<file path="src/rtl/needs_pkg.sv">
`default_nettype none
// +--------------------------------------------------------------------+
// | needs_pkg                                                          |
// | Shared stat indices, limits, FSM states and saturating helpers.    |
// | Revision: 1.0                                                      |
// +--------------------------------------------------------------------+
package needs_pkg;

    localparam int HUNGER    = 0;
    localparam int HAPPINESS = 1;
    localparam int HEALTH    = 2;
    localparam int HYGIENE   = 3;
    localparam int ENERGY    = 4;
    localparam int SOCIAL    = 5;
    localparam int NUM_STATS = 6;
    localparam int STAT_MAX  = 15;
    localparam int STAT_W    = 4;

    typedef logic [STAT_W-1:0] stat_t;

    typedef enum logic [1:0] {
        ST_IDLE  = 2'd0,
        ST_DECAY = 2'd1,
        ST_CARE  = 2'd2,
        ST_DEAD  = 2'd3
    } state_e;

    function automatic stat_t sat_inc(input stat_t v);
        return (v == stat_t'(STAT_MAX)) ? v : v + stat_t'(1);
    endfunction

    function automatic stat_t sat_sub(input stat_t v, input stat_t amt);
        return (v > amt) ? v - amt : '0;
    endfunction

endpackage
`default_nettype wire

</file>
<file path="src/rtl/tick_divider.sv">
`default_nettype none
// +--------------------------------------------------------------------+
// | tick_divider                                                       |
// | Free-running 0..TICK_DIV-1 counter, one-cycle tick on the last.    |
// | Revision: 1.0                                                      |
// +--------------------------------------------------------------------+
module tick_divider #(
    parameter int TICK_DIV = 1000000
) (
    input  logic clk,
    input  logic reset,
    output logic tick
);
    localparam int CNT_W = $clog2(TICK_DIV);
    localparam logic [CNT_W-1:0] c_last = CNT_W'(TICK_DIV - 1);

    logic [CNT_W-1:0] cnt_q, cnt_d;

    always_comb begin
        tick  = (cnt_q == c_last);
        cnt_d = tick ? '0 : cnt_q + 1'b1;
    end

    always_ff @(posedge clk) begin
        if (reset) begin
            cnt_q <= '0;
        end else begin
            cnt_q <= cnt_d;
        end
    end

endmodule
`default_nettype wire

</file>
<file path="src/rtl/needs_scheduler.sv">
`default_nettype none
// +--------------------------------------------------------------------+
// | needs_scheduler                                                    |
// | Periodic six-stat decay with care requests and a terminal state.   |
// | Revision: 1.0                                                      |
// +--------------------------------------------------------------------+
module needs_scheduler
    import needs_pkg::*;
#(
    parameter int TICK_DIV    = 1000000,
    parameter int CARE_AMOUNT = 4
) (
    input  logic       clk,
    input  logic       reset,
    input  logic       action_valid,
    input  logic [2:0] action_sel,
    output logic       action_ready,
    output logic [3:0] hunger,
    output logic [3:0] happiness,
    output logic [3:0] health,
    output logic [3:0] hygiene,
    output logic [3:0] energy,
    output logic [3:0] social,
    output logic       busy,
    output logic       dead
);
    localparam stat_t      c_care     = stat_t'(CARE_AMOUNT);
    localparam logic [2:0] c_last_idx = 3'(NUM_STATS - 1);

    state_e     state_q, state_d;
    logic [2:0] idx_q, idx_d;
    logic [2:0] sel_q, sel_d;
    logic       pend_q, pend_d;
    stat_t      stats_q [NUM_STATS];
    stat_t      stats_d [NUM_STATS];
    logic       tick_raw, tick, handshake;

    tick_divider #(
        .TICK_DIV (TICK_DIV)
    ) u_tick_divider (
        .clk   (clk),
        .reset (reset),
        .tick  (tick_raw)
    );

    // Ticks are ignored once dead so nothing can leave the terminal state.
    assign tick         = tick_raw && (state_q != ST_DEAD);
    assign action_ready = (state_q == ST_IDLE) && !tick && !pend_q;
    assign handshake    = action_valid && action_ready;

    always_comb begin
        state_d = state_q;
        idx_d   = idx_q;
        sel_d   = sel_q;
        pend_d  = pend_q;
        stats_d = stats_q;
        case (state_q)
            ST_IDLE: begin
                if (tick || pend_q) begin
                    state_d = ST_DECAY;
                    idx_d   = '0;
                    pend_d  = 1'b0;
                end else if (handshake) begin
                    state_d = ST_CARE;
                    sel_d   = action_sel;
                end
            end
            ST_DECAY: begin
                stats_d[idx_q] = sat_inc(stats_q[idx_q]);
                if (tick) pend_d = 1'b1;
                if (idx_q == c_last_idx) begin
                    state_d = (stats_q[HUNGER] == stat_t'(STAT_MAX)) ? ST_DEAD : ST_IDLE;
                end else begin
                    idx_d = idx_q + 3'd1;
                end
            end
            ST_CARE: begin
                // Selectors past the last stat are accepted as no-ops.
                if (sel_q <= c_last_idx) stats_d[sel_q] = sat_sub(stats_q[sel_q], c_care);
                if (tick) pend_d = 1'b1;
                state_d = ST_IDLE;
            end
            default: ;
        endcase
    end

    always_ff @(posedge clk) begin
        if (reset) begin
            state_q <= ST_IDLE;
            idx_q   <= '0;
            sel_q   <= '0;
            pend_q  <= 1'b0;
            for (int i = 0; i < NUM_STATS; i++) stats_q[i] <= '0;
        end else begin
            state_q <= state_d;
            idx_q   <= idx_d;
            sel_q   <= sel_d;
            pend_q  <= pend_d;
            stats_q <= stats_d;
        end
    end

    assign busy      = (state_q == ST_DECAY) || (state_q == ST_CARE);
    assign dead      = (state_q == ST_DEAD);
    assign hunger    = stats_q[HUNGER];
    assign happiness = stats_q[HAPPINESS];
    assign health    = stats_q[HEALTH];
    assign hygiene   = stats_q[HYGIENE];
    assign energy    = stats_q[ENERGY];
    assign social    = stats_q[SOCIAL];

endmodule
`default_nettype wire

</file>
<file path="config.mk">
export PLATFORM = sky130hd
export DESIGN_NAME = needs_scheduler
export DESIGN_NICKNAME = d
export VERILOG_FILES = /design/src/rtl/needs_pkg.sv /design/src/rtl/tick_divider.sv /design/src/rtl/needs_scheduler.sv
export SDC_FILE = /design/constraint.sdc
export NUM_CORES = 1
export LEC_CHECK = 0
export ABC_AREA = 1
export BUFFER_PORTS_ARGS = -buffer_cell sky130_fd_sc_hd__buf_2
export CORE_MARGIN = 5
export CORE_UTILIZATION = 40
export CTS_BUF_LIST = sky130_fd_sc_hd__clkbuf_8 sky130_fd_sc_hd__clkbuf_16
export CTS_CLUSTER_DIAMETER = 60
export DETAILED_ROUTE_END_ITERATION = 16
export SETUP_SLACK_MARGIN = 0.4
export SKIP_LAST_GASP = 1
export SYNTH_ARGS = -nofsm -noshare
export SYNTH_HDL_FRONTEND = slang
export SYNTH_SLANG_ARGS = --single-unit
</file>
<file path="constraint.sdc">
create_clock -name clk -period 2.5 [get_ports clk]
set_input_delay 0.375 -clock clk [delete_from_list [all_inputs] [get_ports clk]]
set_output_delay 0.375 -clock clk [all_outputs]
set_load 0.03 [all_outputs]
</file>
==> results.md, run 1 <==
| Parameter | Value |
|---|---|
| Slowest stage delay, CP | 390 ps |
| Clock transition at the register clock pins on the worst setup and hold paths after CTS | 100 ps |
| Die extent in y | 103 um |
| I/O pin count | 33 |
| Fraction of final layout cells sized beyond drive strength 1 | 0.199 |
| Post-synthesis cell type with the largest combined area | sky130_fd_sc_hd__dfxtp_1 |
| Post-synth ARST share | 0 |
| Series of cell instances along the critical path | inv_2 -> nand2_2 -> inv_1 -> nand3_1 -> nand2_1 -> nor2_2 -> inv_1 -> ha_4 -> buf_6 -> inv_1 -> nand4_1 -> nand3_1 -> a21oi_1 |
| Slowest cell on the critical path | sky130_fd_sc_hd__dfxtp_4 |
| Hold-fix buffers at CTS | 0 |
| Overall via count from detail_route | 3669 |
| Violation count after the first detailed-route iteration | 251 |
| IR drop worst, VDD | 0.551 mV |
| Number of flip-flops and latches in the synthesized netlist | 53 |
| Cells after synthesis | 555 |
| Type of the worst setup path | register to register |
| Relative area change from synthesis to final layout | 17.4% |
| Category of the worst setup path capture point | register |
| Sum of negative setup slack | 0 ps |
| Most common flop cell mapped by yosys | sky130_fd_sc_hd__dfxtp_1 |
| Root Driver | sky130_fd_sc_hd__clkbuf_8 |
| Pwr Density | 923 mW/mm^2 |
| Count of input and output buffers | 32 |
| Most common cell type on the critical path | sky130_fd_sc_hd__inv_1 |
| Family of cells with the greatest summed delay on the critical path | simple AND/OR/NAND/NOR gates |
| Global-route wire length before repair | 16100 um |
| Final setup violation count | 0 |
| Post-synth EDFFs | 0 |
| Result of the run | completed |
| Number of antenna violations at the first check in global routing | 0 |
| Post-layout minimum cycle time | 2010 ps |
| Congestion Overflow GR | 0 |
| Ranking of synthesized cells by area | sky130_fd_sc_hd__dfxtp_1 (31%), sky130_fd_sc_hd__nand2_1 (14%), sky130_fd_sc_hd__nand3_1 (10%) |
| Critical path arrival | 2210 ps |
| Initial Util | 0.404 |
| Maximum number of buffers from clock root to sink | 2 |
| Sequential-to-total area share from yosys stat | 0.306 |
| Total global-route track usage | 0.196 |
| Top post-synthesis cells by count | sky130_fd_sc_hd__nand2_1 (131), sky130_fd_sc_hd__inv_1 (84), sky130_fd_sc_hd__nand3_1 (71), sky130_fd_sc_hd__nor2_1 (55), sky130_fd_sc_hd__dfxtp_1 (53) |
| Source-to-sink clock delay at the later pin of the worst-skew pair | 310 ps |
| Transition time at the pin with the least slew margin | 361 ps |
| Required time of the worst setup path | 2710 ps |
| Relative slew slack | 0.759 |
| Number of search-and-repair iterations in the first detailed-routing pass | 5 |
| Pin count of the biggest net entering global routing | 18 |
| Cell with the most instances after synthesis | sky130_fd_sc_hd__nand2_1 |
| Max Clock Skew | 8.45 ps |
| Class of the tightest hold or removal check | primary input to register |
| Die Area | 0.0106 mm^2 |
| TritonCTS sink count | 53 |
| H-tree lvl count | 2 |
| Clock tree from TritonCTS | yes |
| Count of distinct cell types in the synthesized netlist | 34 |
| Post-Synthesis Mean Instance Area | 6.25 um^2 |
| Number of buffers inserted during clock tree synthesis | 5 |
| Syn_nets | 569 |
| Leakage power total | 1.88 nW |
| Post-detailed-route wirelength per cell | 14.2 um |
| Detailed-route vias per instance | 5.16 |
| Maximum clock frequency | 498 MHz |
| Peak fanout along the critical path | 9 |
| Worst path buffer plus inverter count | 5 |
| Estimated wirelength of the detail-placed design | 7770 um |
| Layout Nets | 616 |
| Core box area | 0.00859 mm^2 |
| Cell Area, Synth | 0.00347 mm^2 |
| Site row count | 34 |
| Width of the chip | 103 um |
| Number of nets still failing antenna checks after routing | 0 |
| Total inserted antenna cells | 0 |
| Synth Warn # | 0 |
| Count of final max-slew check failures | 0 |
| DRC violations left | 0 |
| Total count of hold-check failures in the final report | 0 |
| Unrepaired setup endpoints after global routing | no |
| Routed WL | 10100 um |
| Critical Path Source Type | register |
| Number of global-route vias before repair | 3378 |
| Share of Yosys cell area claimed by the top area cell type | 0.306 |
| Total of max-cap violations | 0 |
| Final worst path period share | 0.803 |
| Final estimated routing congestion in global placement | 1.01 |
| Smallest setup slack after layout | 493 ps |
| Dpl ws | 232 ps |
-- cell usage in the layout, fill, tap and decap left out, types with 9 or more instances in the layout --
cell / n
sky130_fd_sc_hd__a21oi_1: 37
sky130_fd_sc_hd__buf_2: 31
sky130_fd_sc_hd__buf_4: 20
sky130_fd_sc_hd__dfxtp_1: 47
sky130_fd_sc_hd__inv_1: 83
sky130_fd_sc_hd__inv_2: 9
sky130_fd_sc_hd__nand2_1: 127
sky130_fd_sc_hd__nand2_2: 11
sky130_fd_sc_hd__nand3_1: 69
sky130_fd_sc_hd__nor2_1: 46
sky130_fd_sc_hd__nor2_2: 16
sky130_fd_sc_hd__o21ai_0: 23
-- cell type report --
class,instances,area [um^2]
Fill cell,922,4520
Multi-Input combinational cell,397,2060
Sequential cell,53,1080
Inverter,93,352
Timing Repair Buffer,52,317
Tap cell,108,135
Clock buffer,5,68.8
Clock inverter,3,65.1
-- registers in the layout, summed over array words and instances (netlist names) --
signal / flops
sel_q: 3
social: 4
state_q: 2
happiness: 4
pend_q: 1
health: 4
idx_q: 3
hunger: 4
hygiene: 4
u_tick_divider.cnt_q: 20
energy: 4
-- power by group --
| group | total, mW | switching [mW] | leakage, nW | internal [mW] |
|---|---|---|---|---|
| logic | 1.98 | 1.37 | 1.38 | 0.611 |
| clock network | 0.696 | 0.298 | 0.0681 | 0.398 |
| registers | 1.08 | 0.130 | 0.433 | 0.954 |
-- metal layers --
metal / wire length (um) / track usage
met3: 810 / 0.0467
met4: 280 / 0.0847
met5: 0 / 0
met2: 4530 / 0.304
met1: 4440 / 0.258
-- stage by stage --
step | cell area [um^2] | power (mW) | instances | hold WS, ps | utilization
after floorplan | 3470 | 2.44 | 555 | 418 | -
after global placement | 3770 | 2.87 | 695 | 431 | 0.439
after detailed placement | 3770 | 2.89 | 695 | 437 | 0.439
after CTS | 3970 | 3.66 | 707 | 291 | 0.462
after global routing | 4070 | 4.03 | 711 | 280 | 0.474
final | 4070 | 3.76 | 711 | 287 | 0.474
-- worst min-delay path, cell delays in order --
cell	delay, ps
sky130_fd_sc_hd__buf_2	90
sky130_fd_sc_hd__nand2_1	50
sky130_fd_sc_hd__a21oi_1	50
-- logic make-up (layout without fill, tap and decap cells) --
kind of cell               Yosys count  in the layout  synth area share
AOI/OAI and AO/OA                   79             79             0.125
xor gates and xnor gates             5              5            0.0126
adders and majority gates            8              8            0.0289
buffers and inverters              105            153             0.123
DFF                                 53             53             0.306
and+or+nand+nor                    305            305             0.404
-- final timing paths --
path	from	end	slack (ps)	depth (start not counted)
hold reg to reg	u_tick_divider.cnt_q[0]	u_tick_divider.cnt_q[0]	420	1
hold / removal	action_sel[2]	sel_q[2]	290	3
setup / recovery	idx_q[1]	social[3]	490	13
setup reg to reg	idx_q[1]	social[3]	490	13
-- what timing repair did --
item | in CTS | in global routing
setup buffers | 4 | 4
gates cloned | 0 | 0
pin swaps | 2 | 8
endpoints found under the setup margin | 25 | 25
gates resized for setup | 12 | 27
No activity file was read; power rests on OpenSTA's default activity.
==> run 2, diff against run 1 <==
Clock period 2.5 ns to 1.8 ns, I/O delays scaled along.
==> run 2 against run 1 <==
The flow now finishes with violations (setup timing). Combinational power rose by 110%. Cell area rose by 27%. Total power rose by 77%. Critical endpoint is now hunger[2]. Highest routed layer unchanged.
==> results.md, run 2 (synthesized netlist as in run 1, its figures left out) <==
| Parameter | Value |
|---|---|
| Number of search-and-repair iterations in the first detailed-routing pass | 5 |
| Worst reg-to-reg setup slack | -70 ps |
| End of the worst hold path | sel_q[1] |
| Total global-route track usage | 0.229 |
| Transition time at the pin with the least slew margin | 392 ps |
| Leading cell type in the layout, fill and taps excluded | sky130_fd_sc_hd__nand2_1 |
| Worst Min Path Start | reset |
| Type of the worst setup path | register to register |
| Width of the chip | 103 um |
| Root Driver | sky130_fd_sc_hd__clkbuf_8 |
| Maximum number of buffers from clock root to sink | 2 |
| Multi-input gate area | 0.00252 mm^2 |
| Clock transition at the register clock pins on the worst setup and hold paths after CTS | 110 ps |
| Core box area | 0.00859 mm^2 |
| Count of filler cells inserted in the layout | 825 |
| Series of cell instances along the critical path | buf_8 -> o211ai_1 -> nand2_1 -> nor2_4 -> inv_2 -> ha_4 -> buf_12 -> buf_6 -> o211ai_1 -> a21oi_1 |
| Detailed-route vias per instance | 5.36 |
| Final estimated routing congestion in global placement | 0.955 |
| Layout Nets | 684 |
| Dpl ws | -156 ps |
| Storage cell area | 0.00109 mm^2 |
| Relative area change from synthesis to final layout | 49.5% |
| Share of the core filled with cells | 0.603 |
| Cell count of the worst hold path | 2 |
| Worst-case reg-to-reg path depth | 10 |
| Category of the worst setup path capture point | register |
| Clock tree from TritonCTS | yes |
| Routed WL | 12300 um |
| Max Clock Skew | 10.4 ps |
| Pwr Density | 1280 mW/mm^2 |
| Origin of the critical flop-to-flop path | idx_q[0] |
| Result of the run | finished with violations |
| Power consumption | 6.64 mW |
| Final setup violation count | 13 |
| TritonCTS sink count | 53 |
| Count of input and output buffers | 32 |
| Critical path arrival | 2070 ps |
| Unrepaired setup endpoints after global routing | yes |
| Critical Path Source Type | register |
| Total of max-cap violations | 0 |
| Post-layout minimum cycle time | 1870 ps |
| Reg2Reg Capture Point | hunger[2] |
| Total count of hold-check failures in the final report | 0 |
| Overall via count from detail_route | 4178 |
| Count of final max-slew check failures | 0 |
| Class of the tightest hold or removal check | primary input to register |
| Number of global-route vias before repair | 4095 |
| Pin count of the biggest net entering global routing | 21 |
| Failing checks | setup timing |
| Number of antenna violations at the first check in global routing | 0 |
| Most used cells in the layout excluding fill and tap cells | sky130_fd_sc_hd__nand2_1 (108), sky130_fd_sc_hd__inv_1 (72), sky130_fd_sc_hd__buf_4 (68) |
| Source-to-sink clock delay at the later pin of the worst-skew pair | 320 ps |
| Site row count | 34 |
| Total inserted antenna cells | 0 |
| Most common cell type on the critical path | sky130_fd_sc_hd__o211ai_1 |
| Global-route wire length before repair | 19100 um |
| Estimated wirelength of the detail-placed design | 8760 um |
| Slowest stage delay, CP | 390 ps |
| DRC violations left | 0 |
| Die Area | 0.0106 mm^2 |
| Congestion Overflow GR | 0 |
| Final worst path period share | 1.04 |
| Peak fanout along the critical path | 7 |
| H-tree lvl count | 2 |
| Largest Register | u_tick_divider.cnt_q |
| Required time of the worst setup path | 2000 ps |
| Post-detailed-route wirelength per cell | 15.8 um |
| Hold-fix buffers at CTS | 0 |
| Number of nets still failing antenna checks after routing | 0 |
| Initial Util | 0.404 |
| Die extent in y | 103 um |
| Number of flip-flops under the largest register name | 20 |
| Slowest cell on the critical path | sky130_fd_sc_hd__dfxtp_4 |
| Leakage power total | 2.34 nW |
| Relative slew slack | 0.739 |
| IR drop worst, VDD | 0.473 mV |
| I/O pin count | 33 |
| Fraction of final layout cells sized beyond drive strength 1 | 0.420 |
| Smallest setup slack after layout | -68.6 ps |
| Number of buffers inserted during clock tree synthesis | 5 |
| Maximum clock frequency | 535 MHz |
| Violation count after the first detailed-route iteration | 215 |
## run 2: cell count changes in the layout (fill, tap and decap cells not counted), sizes merged
cell,before,now
clkinv,1,2
nand2,138,139
buf,52,119
inv,93,92
## run 2: cell type report
class,count,share of cell area
Clock inverter,3,0.0133
Inverter,93,0.0709
Multi-Input combinational cell,398,0.487
Tap cell,108,0.0261
Clock buffer,5,0.0133
Timing Repair Buffer,119,0.180
Sequential cell,53,0.210
## run 2: how the worst max path moves through the flow
stage / startpoint / endpoint / cells after the start
5_1_grt: idx_q[0] / social[3] / 12
6_report: idx_q[0] / hunger[2] / 10
3_3_place_gp: idx_q[1] / hunger[0] / 11
4_1_cts: u_tick_divider.cnt_q[1] / action_ready / 9
2_1_floorplan: idx_q[0] / hunger[3] / 12
3_5_place_dp: idx_q[2] / energy[0] / 13
## run 2: critical path: cells and delay by family, from the launching register on
kind	cells	cell delay [ps]
buffers and inverters	4	440
and+or+nand+nor	2	240
AOI/OAI and AO/OA	3	500
adders and majority gates	1	180
DFF	1	390
## run 2: metrics by stage
step | cell area (um^2) | hold WS (ps) | std cells | TNS (ps)
3_3_place_gp | 4250 | 430 | 741 | -2040
6_report | 5180 | 188 | 779 | -533
2_1_floorplan | 3610 | 413 | 555 | -134
3_5_place_dp | 4250 | 441 | 741 | -1940
4_1_cts | 4770 | 176 | 766 | -37.4
5_1_grt | 5180 | 175 | 779 | -2900
## run 2: timing repair
action	4_1_cts	5_1_grt
cloned	0	1
setup buffers	17	12
pin swaps	32	34
resized for setup	70	83
setup endpoints to repair	55	56
## run 2: metal layers
metal	vias up	GRT usage	part of all wire
met5	-	0	0
met4	0	0.101	0.046
met3	52	0.0304	0.054
met2	160	0.431	0.52
met1	1956	0.253	0.38
li1	2010	-	-
## run 2: power by group
part | total [mW] | leakage, nW | switching, mW | internal (mW)
combinational | 4.12 | 1.84 | 2.53 | 1.59
sequential | 1.51 | 0.437 | 0.168 | 1.34
clock | 1.01 | 0.0687 | 0.448 | 0.561
total | 6.64 | 2.34 | 3.15 | 3.49
